`src/rtl/dev_bus_arbiter_pkg.sv`:
```
// Shared types and constants for the two-master device-bus arbiter.
package dev_arb_pkg;

  localparam int unsigned DEFAULT_MAX_HOLD = 4;
  localparam int unsigned CNT_W            = 4;
  localparam int unsigned ADDR_W           = 30;
  localparam int unsigned BE_W             = 4;
  localparam int unsigned DATA_W           = 32;

  typedef enum logic [1:0] {
    OWN_NONE = 2'b00,
    OWN_M0   = 2'b01,
    OWN_M1   = 2'b10
  } ownerT;

  typedef struct packed {
    logic [ADDR_W-1:0] addr;
    logic [BE_W-1:0]   be;
    logic [DATA_W-1:0] wd;
    logic              we;
  } busReqT;

  // Hold counter increments but sticks at all-ones.
  function automatic logic [CNT_W-1:0] satInc(input logic [CNT_W-1:0] v);
    return (v == '1) ? v : v + CNT_W'(1);
  endfunction

endpackage

```
`src/rtl/dev_bus_arbiter_rr_pick.sv`:
```
// Next-owner selection: round-robin tie-break from idle, hold-limited rotation
// while owned, optional lock that pins a DMA owner.
module arb_rr_pick
  import dev_arb_pkg::*;
#(
  parameter int unsigned MAX_HOLD = DEFAULT_MAX_HOLD
) (
  input  logic             req0,
  input  logic             req1,
  input  logic [1:0]       owner,
  input  logic [CNT_W-1:0] cnt,
  input  logic             lastM1,
  input  logic             lockM1,
  output logic [1:0]       nextOwner
);

  localparam logic [CNT_W-1:0] HOLD_LIM = CNT_W'(MAX_HOLD - 1);

  logic holdDone;
  assign holdDone = (cnt >= HOLD_LIM);

  always_comb begin
    nextOwner = OWN_NONE;
    case (owner)
      OWN_M0: begin
        if (!req0)                nextOwner = req1 ? OWN_M1 : OWN_NONE;
        else if (req1 && holdDone) nextOwner = OWN_M1;
        else                      nextOwner = OWN_M0;
      end
      OWN_M1: begin
        if (!req1)                           nextOwner = req0 ? OWN_M0 : OWN_NONE;
        else if (req0 && holdDone && !lockM1) nextOwner = OWN_M0;
        else                                 nextOwner = OWN_M1;
      end
      default: begin
        // Tie from idle goes to whoever did not win last time.
        if (req0 && req1) nextOwner = lastM1 ? OWN_M0 : OWN_M1;
        else if (req0)    nextOwner = OWN_M0;
        else if (req1)    nextOwner = OWN_M1;
        else              nextOwner = OWN_NONE;
      end
    endcase
  end

endmodule

```
`src/rtl/dev_bus_arbiter.sv`:
```
// CPU/DMA arbiter onto the device bus: owner/hold/last-winner registers plus
// combinational bus and read-data muxing. Define DEVARB_LOCK_EN to add m1_lock.
module dev_bus_arbiter
  import dev_arb_pkg::*;
#(
  parameter int unsigned MAX_HOLD = DEFAULT_MAX_HOLD
) (
  input  logic        clk,
  input  logic        reset,
`ifdef DEVARB_LOCK_EN
  input  logic        m1_lock,
`endif
  input  logic        m0_req,
  input  logic [31:2] m0_addr,
  input  logic [3:0]  m0_be,
  input  logic [31:0] m0_wd,
  input  logic        m0_we,
  input  logic        m1_req,
  input  logic [31:2] m1_addr,
  input  logic [3:0]  m1_be,
  input  logic [31:0] m1_wd,
  input  logic        m1_we,
  output logic        m0_gnt,
  output logic        m1_gnt,
  output logic [31:0] m0_rd,
  output logic [31:0] m1_rd,
  output logic [31:2] PrAddr,
  output logic [3:0]  PrBe,
  output logic [31:0] PrWD,
  output logic        PrWE,
  input  logic [31:0] PrRD
);

  ownerT            owner;
  ownerT            nextOwner;
  logic [1:0]       pickOwner;
  logic [CNT_W-1:0] cnt;
  logic [CNT_W-1:0] nextCnt;
  logic             lastM1;
  logic             nextLastM1;
  logic             lockM1;
  busReqT           req0Bus;
  busReqT           req1Bus;
  busReqT           prBus;

`ifdef DEVARB_LOCK_EN
  assign lockM1 = m1_lock;
`else
  assign lockM1 = 1'b0;
`endif

  assign req0Bus = '{addr: m0_addr, be: m0_be, wd: m0_wd, we: m0_we};
  assign req1Bus = '{addr: m1_addr, be: m1_be, wd: m1_wd, we: m1_we};

  arb_rr_pick #(
    .MAX_HOLD (MAX_HOLD)
  ) uPick (
    .req0      (m0_req),
    .req1      (m1_req),
    .owner     (owner),
    .cnt       (cnt),
    .lastM1    (lastM1),
    .lockM1    (lockM1),
    .nextOwner (pickOwner)
  );

  // State register; reset leaves M1 as last winner so M0 takes the first tie.
  always_ff @(posedge clk) begin
    if (reset) begin
      owner  <= OWN_NONE;
      cnt    <= '0;
      lastM1 <= 1'b1;
    end else begin
      owner  <= nextOwner;
      cnt    <= nextCnt;
      lastM1 <= nextLastM1;
    end
  end

  // Next-state: counter restarts on any owner change, otherwise counts owned beats.
  always_comb begin
    nextOwner  = ownerT'(pickOwner);
    nextCnt    = cnt;
    nextLastM1 = lastM1;
    if (nextOwner != owner) begin
      nextCnt = '0;
      if (nextOwner == OWN_M0)      nextLastM1 = 1'b0;
      else if (nextOwner == OWN_M1) nextLastM1 = 1'b1;
    end else if (owner != OWN_NONE) begin
      nextCnt = satInc(cnt);
    end
  end

  // Outputs: grant is owner-and-request, bus and read data zero when idle.
  always_comb begin
    m0_gnt = (owner == OWN_M0) && m0_req && !reset;
    m1_gnt = (owner == OWN_M1) && m1_req && !reset;
    prBus  = '0;
    if (m0_gnt)      prBus = req0Bus;
    else if (m1_gnt) prBus = req1Bus;
    PrAddr = prBus.addr;
    PrBe   = prBus.be;
    PrWD   = prBus.wd;
    PrWE   = prBus.we;
    m0_rd  = m0_gnt ? PrRD : '0;
    m1_rd  = m1_gnt ? PrRD : '0;
  end

endmodule

```
`config.mk`:
```
export PLATFORM = sky130hd
export DESIGN_NAME = dev_bus_arbiter
export DESIGN_NICKNAME = d
export VERILOG_FILES = /design/src/rtl/dev_bus_arbiter_pkg.sv /design/src/rtl/dev_bus_arbiter_rr_pick.sv /design/src/rtl/dev_bus_arbiter.sv
export SDC_FILE = /design/constraint.sdc
export NUM_CORES = 1
export LEC_CHECK = 0
export CAP_MARGIN = 20
export CORE_AREA = 2 2 119 121
export CTS_CLUSTER_SIZE = 12
export DETAILED_ROUTE_END_ITERATION = 12
export DIE_AREA = 0 0 121 123
export MAX_ROUTING_LAYER = met4
export PLACE_DENSITY_LB_ADDON = 0.05
export REMOVE_ABC_BUFFERS = 1
export SYNTH_ARGS = -nofsm -noshare
export SYNTH_HDL_FRONTEND = slang
export SYNTH_SLANG_ARGS = --single-unit
```
`constraint.sdc`:
```
create_clock -name clk -period 3.55 [get_ports clk]
set_input_delay 0.355 -clock clk [delete_from_list [all_inputs] [get_ports clk]]
set_output_delay 0.355 -clock clk [all_outputs]
set_load 0.01 [all_outputs]
```
Yosys cells after proc, flatten, opt, wreduce, memory -nomap -nowiden
Cells that the tools add are included.

operators by class
  mux-type cells = 16
  add/sub/neg operators = 1
  bitwise operators = 1
  reduce and logical (&&, ||, !) cells = 13
  equal/unequal tests = 6
  $lt $le $gt $ge = 1

operators with widths
  operator             number
  $mux 67              2
  $mux 32              2
  $mux 2               8
  $logic_and 1x1->1    7
  $add 4x1->4 const B  1
  $eq 2x1->1 const B   2
  $eq 2x2->1 const B   2
  $eq 4x4->1 const B   1
  $ge 4x2->1 const B   1
  $pmux 2 s2           1
  $reduce_and 2->1     2
  $reduce_bool 2->1    2
  $mux 1               3
  $ne 2x2->1           1
  $reduce_or 2->1      1
  $logic_not 1->1      1
  $not 1->1            1

word-level totals
  output and inout port bits = 133
  logic and storage cells = 41
  register bits = 7
  bits of input ports = 170

Depth between registers and ports, before layout
Gate-level depths: netlist of run 1.

  word-level depth = 8
  gate-level depth with buffers = 10
  gate-level depth less buffers = 10

Cells and area by module
A second synthesis of run 1 with hierarchy kept.

second synthesis, totals
  cell total of the unflattened synthesis = 209
  area total of the unflattened synthesis = 1641.6 um^2

modules (own cells, without submodules)
  module           sequential area each (um^2)  cells an instance  area an instance (um^2)  instances
  dev_bus_arbiter  140.1                        191                1501.4                   1
  arb_rr_pick      0.0                          18                 140.1                    1

Least setup slack after synthesis of run 1
Ideal clock, no wire load.

  path kind = register to register
  start point = register owner[0]
  end point = register lastM1
  arrival time = 2.399 ns
  path slack = 1.034 ns
  stages on the path, launching flop included = 10
  setup time = 0.116 ns
  path buffers = 0
  clock period less this slack = 2.516 ns
  data required time = 3.434 ns
  cell sequence = dfxtp_1 ha_1 or4b_1 a311oi_2 nor2_2 inv_1 ha_1 nor3b_1 o311ai_0 o211a_1

between the ends
  longest elaborated chain between the ends = 5
  elaborated cells between the ends (all ways) = 9
  classes of those cells = eq/ne (5); mux (2); reduce/logical (2)

RTL lines
  element                                   RTL line                                      RTL
  start, declared                           dev_bus_arbiter.sv:34                         ownerT owner;
  start signal, assigned                    dev_bus_arbiter.sv:74                         owner <= nextOwner;
  $eq 2x2->1 or $eq 2x1->1 (tied branches)  dev_bus_arbiter_rr_pick.sv:24                 case (owner)
  $pmux 2 s2 *                              dev_bus_arbiter_rr_pick.sv:24
  net nextOwner[0]                          dev_bus_arbiter.sv:35                         ownerT nextOwner;
  $eq 2x1->1 or $eq 2x2->1 (tied branches)  dev_bus_arbiter.sv:87, dev_bus_arbiter.sv:88
  $reduce_bool 2->1 (no source line)        n/a
  $reduce_and 2->1 (no source line)         n/a
  end signal, assigned                      dev_bus_arbiter.sv:76                         lastM1 <= nextLastM1;
  end, declared                             dev_bus_arbiter.sv:39                         logic lastM1;

Mark *: on every way through the listed nets, which the timed path passes. The rest lies on a longest branch.
A chain may end at the register's enable or synchronous reset.

Worst setup path in the final report of run 1
  start point = register owner[0]
  end point = output port PrWD[26]

between the ends
  longest elaborated chain between the ends = 5
  elaborated cells between the ends (all ways) = 8
  classes of those cells = eq/ne (2); mux (2); reduce/logical (4)

RTL lines
  element                         RTL line                RTL
  $eq 2x2->1                      dev_bus_arbiter.sv:97   m1_gnt = (owner == OWN_M1) && m1_req && !reset;
  $logic_and 1x1->1 (2 in a row)  dev_bus_arbiter.sv:97
  $mux 67                         dev_bus_arbiter.sv:100  else if (m1_gnt) prBus = req1Bus;
  $mux 67 *                       dev_bus_arbiter.sv:99   if (m0_gnt) prBus = req0Bus;
  end, declared                   dev_bus_arbiter.sv:29   output logic [31:0] PrWD,

Mark *: on every way between the ends. The rest lies on a longest branch, timed or not.

==> results of run 1 <==
==> where the power goes <==
group,internal [mW],switching (mW)
clock network,0.150,0.0448
registers,0.0886,0.0104
logic,0.334,0.192
total,0.572,0.247
==> path summary, 6_finish.rpt <==
check,startpoint,slack (ns),cells after the start,end
worst max-delay path,owner[0],0.63,6,PrWD[26]
worst max register to register,owner[0],0.71,9,lastM1
worst min-delay path,cnt[1],0.54,2,cnt[1]
worst min register to register,cnt[1],0.54,2,cnt[1]
==> cells in the final DEF (no fill, tap or decap), types with 2 or more instances in the layout <==
cell,netlist,final
or4_1,3,3
dfxtp_1,7,7
nor3b_1,2,2
clkbuf_16,0,3
and2_1,64,64
buf_4,0,2
nor2_1,5,5
diode_2,0,4
buf_12,0,2
clkdlybuf4s50_1,0,302
or4b_1,2,2
o21ai_0,3,3
a22o_1,67,67
nor4_1,4,4
ha_1,5,5
o31ai_1,2,2
mux2i_1,2,2
o211a_1,2,2
inv_1,5,5
nand3b_1,4,4
nand2_1,2,2
==> per-stage QoR <==
stage               utilization  cell area, µm²  TNS [ns]  hold slack, ns
finish                    0.364            4950         0           0.542
CTS                       0.363            4940         0           0.545
global placement          0.357            4870         0           0.539
global route              0.364            4950         0           0.568
floorplan                     -            1560   -172.60           0.427
detailed placement        0.357            4870         0           0.534
==> sequential cells by signal, summed over array words and instances (netlist names) <==
signal  flops
cnt         4
owner       2
lastM1      1
==> logic make-up (layout without fill, tap and decap cells) <==
logic type,after synthesis,after routing,share of synthesized area
and+or+nand+nor,94,94,0.363
adders and majority gates,5,5,0.0381
xor gates and xnor gates,2,2,0.0221
muxes,2,2,0.0122
other,0,4,0
AOI/OAI and AO/OA,79,79,0.416
buffers and inverters,27,315,0.0625
DFF,7,7,0.0854
==> cell type report <==
cell class                      instances  area share
Sequential cell                         7      0.0283
Antenna cell                            4     0.00202
Timing Repair Buffer                  306       0.621
Clock buffer                            4      0.0159
Multi-Input combinational cell        182       0.283
Tap cell                              180      0.0455
Inverter                                5     0.00379
==> critical path, stage by stage, from the launching register on <==
cell,delay [ns]
dfxtp_1,0.40
ha_1,0.31
and3b_2,0.25
nor3_2,0.22
buf_12,0.31
a22o_1,0.19
clkdlybuf4s50_1,0.62
==> layer usage <==
metal	vias up	share of wire
li1	1405	-
met3	8	0.097
met4	0	0.0090
met2	121	0.51
met1	1274	0.38
met5	-	0
==> impl_results.md, run 1 <==
- Layout cell share with drive strength beyond 1: 0.0238
- Gr ovfl total: 0
- WS Path Type: flip-flop to output pin
- Yosys top cell area share: 0.358
- Max Freq: 0.342 GHz
- CP Launch Type: flip-flop
- Register area share after synthesis: 0.0854
- Final Setup Violations: 0
- Total clock sinks: 7
- Final Cycle Share: 0.824
- Drt total wl: 12.7 mm
- Flip-flop and latch count after synthesis: 7
- CP Data Required Time: around 3.2 ns
- PostCTS Resize Cnt: 0
- Site row count: 43
- Vias: 2808
- Top cells by count, synth: 67 x a22o_1, 64 x and2_1, 18 x clkbuf_1
- WL/cell: about 18 µm
- Ys Warns: 0
- LEAKAGE: 1.82 nW
- RSZ-0062 raised after global routing: false
- CP Data Arrival Time: 2.57 ns
- RePlAce Congestion: roughly 0.75
- Yosys cell types: 32
- Net count, final: 680
- Met2 global-route usage: 0.266
- First-pass GRT wire length: 16.6 mm
- Number of global-route vias before repair: 2520
- Number of top-level pins: 303
- Starting Density: 0.121
- DR DRC count: 0
- EDFF count, synth: 0
- Multi-input gate area: 1400 µm²
- Worst-Margin Slew: 0.576 ns
- Die area: between 10000 and 15000 µm²
- Count of input and output buffers: between 300 and 400
- Global Route met3 Usage: 0.0535
- Synth async-reset ratio: 0
- Non-Filler Instances: 688
- GRT Total Usage: 0.151
- Initial antenna violation count: 4
- Top cells by area, synth: a22o_1 36%, and2_1 24%, dfxtp_1 8.5%
- HP Class: flip-flop to flip-flop
- Most frequent cell after synthesis: a22o_1
- Die height: 123 µm
- ANT nets after route: 0
- CTS H-tree lvls: 1
- Overall power: 819 µW
- Dpl cells: 680
- Initial DRT Pass Iterations: 4
- Hpwl dp: 10.7 mm
- CTS max path bufs: 2
- Met1 Usage GRT: 0.169
- First DRT Iteration DRCs: 105
- Slew margin rel.: 0.615
- Synth Instances: 216
- # Post-CTS Setup Buffers: 0
- Skew final: 0.000998 ns
- Worst-Skew Late Latency: 0.23 ns
- Mapped Area: approximately 1600 µm²
- Total power density per cell area: 165 nW/µm²
- Mapped Avg Cell Area: 7.59 µm²
- Max-slew violations: 0
- Worst-path clk slew: 0.04 ns
- Crit Path Max Fanout: 67
- Max-Cap Viols: 0
- Min Tclk post-route: 2.92 ns
- Post-CTS Hold Buffers: 0
- Final Hold Vio Count: 0
- Area delta synth->final: 202%
- CTS Buf Count: 3
- Sequential cell area: 140 µm²
- VDD IR max: 227 µV
- Largest net degree at the start of global routing: 101
- Die width: 121 µm
- Fill cell count: 1407
- GR peak layer: met2
- Synth Flop Type: dfxtp_1
- Outcome: completed
- Placeable Area: about 14000 µm²
- CTS tree: yes
- CTS Root Cell: clkbuf_16
- Crit end category: output pin
- Setup WS pre-CTS: 0.667 ns
- Via density: 4.08
- Post-synth top area cell: a22o_1
- Post-route worst setup slack: 0.626 ns
(Power assumes the default switching activity.)
==> inputs of run 2 (changes only) <==
Settings changed: CORE_AREA 2 2 119 121 to 2 2 118 120, DIE_AREA 0 0 121 123 to 0 0 120 122.
Clock period 3.55 ns to 2.6 ns, I/O delays scaled along.
==> impl_results.md, run 2 (synthesized netlist as in run 1, its figures left out) <==
- Multi-input gate area: roughly 1400 µm²
- Max-slew violations: 0
- Via density: slightly above 4
- VDD IR max: 337 µV
- Max-Cap Viols: 0
- CP Data Required Time: between 2 and 2.5 ns
- Initial antenna violation count: 1
- ANT nets after route: 0
- Dpl cells: 697
- First-pass GRT wire length: 17.7 mm
- Number of global-route vias before repair: 2650
- CP Cell Sequence: inv_1, ha_1, and3b_2, buf_4, buf_6, a22o_1, clkdlybuf4s50_1
- Outcome: completed
- Max Freq: 0.406 GHz
- Worst-path clk slew: 0.04 ns
- Sequential cell area: approximately 140 µm²
- Design area: 5120 µm²
- Final Cycle Share: 0.946
- Post-route worst setup slack: 0.140 ns
- Die width: 120 µm
- Hpwl dp: roughly 11 mm
- Total clock sinks: 7
- Most common cell after layout, fill and taps aside: clkdlybuf4s50_1
- Largest register FFs: 4
- WS Path Type: flip-flop to output pin
- Die height: approximately 120 µm
- Final Setup Violations: 0
- First DRT Iteration DRCs: between 100 and 150
- Min Tclk post-route: 2.46 ns
- Initial DRT Pass Iterations: 4
- Final Hold Vio Count: 0
- Placeable Area: 13500 µm²
- Number of top-level pins: between 300 and 400
- Skew final: 0.00304 ns
- Crit Path Max Fanout: 12
- Cell Area, Placed: 5020 µm²
- Slew margin rel.: 0.736
- Starting Density: 0.121
- CP Data Arrival Time: roughly 2.2 ns
- Largest Register: cnt
- Net count, final: roughly 700
- TNS Setup: 0 ns
- CTS Buf Count: 3
- Non-Filler Instances: 707
- Vias: roughly 2900
- CP Launch Type: flip-flop
- Worst path bufs/invs: 4
- CTS max path bufs: 2
- CTS tree: yes
- LEAKAGE: roughly 2.3 nW
- Count of input and output buffers: 302
- Setup WS pre-CTS: -0.0364 ns
- Largest net degree at the start of global routing: 51
- Drt total wl: around 13 mm
- Crit end category: output pin
- Layout cell share with drive strength beyond 1: 0.0684
- Site row count: 43
- Post-CTS Hold Buffers: 0
- WL/cell: 18.6 µm
- GRT Total Usage: 0.163
- Worst-Skew Late Latency: about 0.23 ns
- HP Class: flip-flop to flip-flop
- Crit path max-delay family: buffers and inverters
- Critical-path top delay cell: clkdlybuf4s50_1
- RSZ-0062 raised after global routing: true
- Die area: 14600 µm²
- RePlAce Congestion: 0.770
- Total power density per cell area: 222 nW/µm²
- Gr ovfl total: 0
- Fill cell count: 1427
- Commonest non-fill, non-tap cells in the layout: 238 x clkdlybuf4s50_1, 67 x a22o_1, 64 x and2_1
- Largest regs: cnt (4), owner (2), lastM1 (1)
- Max stage delay on crit path: 0.47 ns
- Worst-Margin Slew: ~0.4 ns
- CTS Root Cell: clkbuf_16
- CTS H-tree lvls: 1
- Area delta synth->final: 212%
- DR DRC count: 0
run 2: worst paths after layout:
kind | start | to | slack [ns] | cells past startpoint
setup reg to reg | owner[1] | lastM1 | 0.14 | 8
setup / recovery | owner[1] | PrWD[29] | 0.14 | 7
hold / removal | cnt[1] | cnt[1] | 0.55 | 2
hold reg to reg | cnt[1] | cnt[1] | 0.55 | 2
run 2: area by class of cell:
type	count	share of cell area
Timing Repair Buffer	328	0.632
Multi-Input combinational cell	182	0.277
Tap cell	180	0.0440
Sequential cell	7	0.0274
Clock buffer	4	0.0154
Inverter	5	0.00366
Antenna cell	1	0.000489
run 2: repair_timing:
item | in CTS | in global routing
pin swaps | 0 | 1
setup endpoints to repair | 60 | 16
resized for setup | 63 | 8
setup buffers | 1 | 3
cloned | 0 | 1
run 2: through the flow:
| stage | power, mW | hold WS [ns] | utilization |
|---|---|---|---|
| after global routing | 1.21 | 0.589 | 0.379 |
| final | 1.14 | 0.550 | 0.379 |
| after global placement | 0.891 | 0.549 | 0.372 |
| after floorplan | 0.393 | 0.332 | - |
| after CTS | 1.13 | 0.549 | 0.373 |
| after detailed placement | 0.894 | 0.540 | 0.372 |
run 2: where the power goes:
| group | switching, mW | total, mW | leakage [nW] | internal, mW |
|---|---|---|---|---|
| Sequential | 0.0100 | 0.131 | 0.0570 | 0.121 |
| Combinational | 0.275 | 0.744 | 2.20 | 0.469 |
| Clock | 0.0575 | 0.261 | 0.0382 | 0.204 |
run 2: worst register-to-register path: cells and delay by family, from the launching register on:
family                   cells  cell delay, ns
AO/OA/AOI/OAI                2            0.29
adder cells (fa/ha/maj)      2            0.72
buffers and inverters        1            0.10
flip-flops                   1            0.35
AND/OR/NAND/NOR              3            0.89
run 2: routing by layer:
metal | GRT usage | share of wire | wire (µm)
met1 | 0.190 | 0.40 | 5320
met2 | 0.292 | 0.52 | 6840
met3 | 0.0412 | 0.073 | 960
met4 | 0.0184 | 0.0046 | 61
met5 | - | 0 | 0
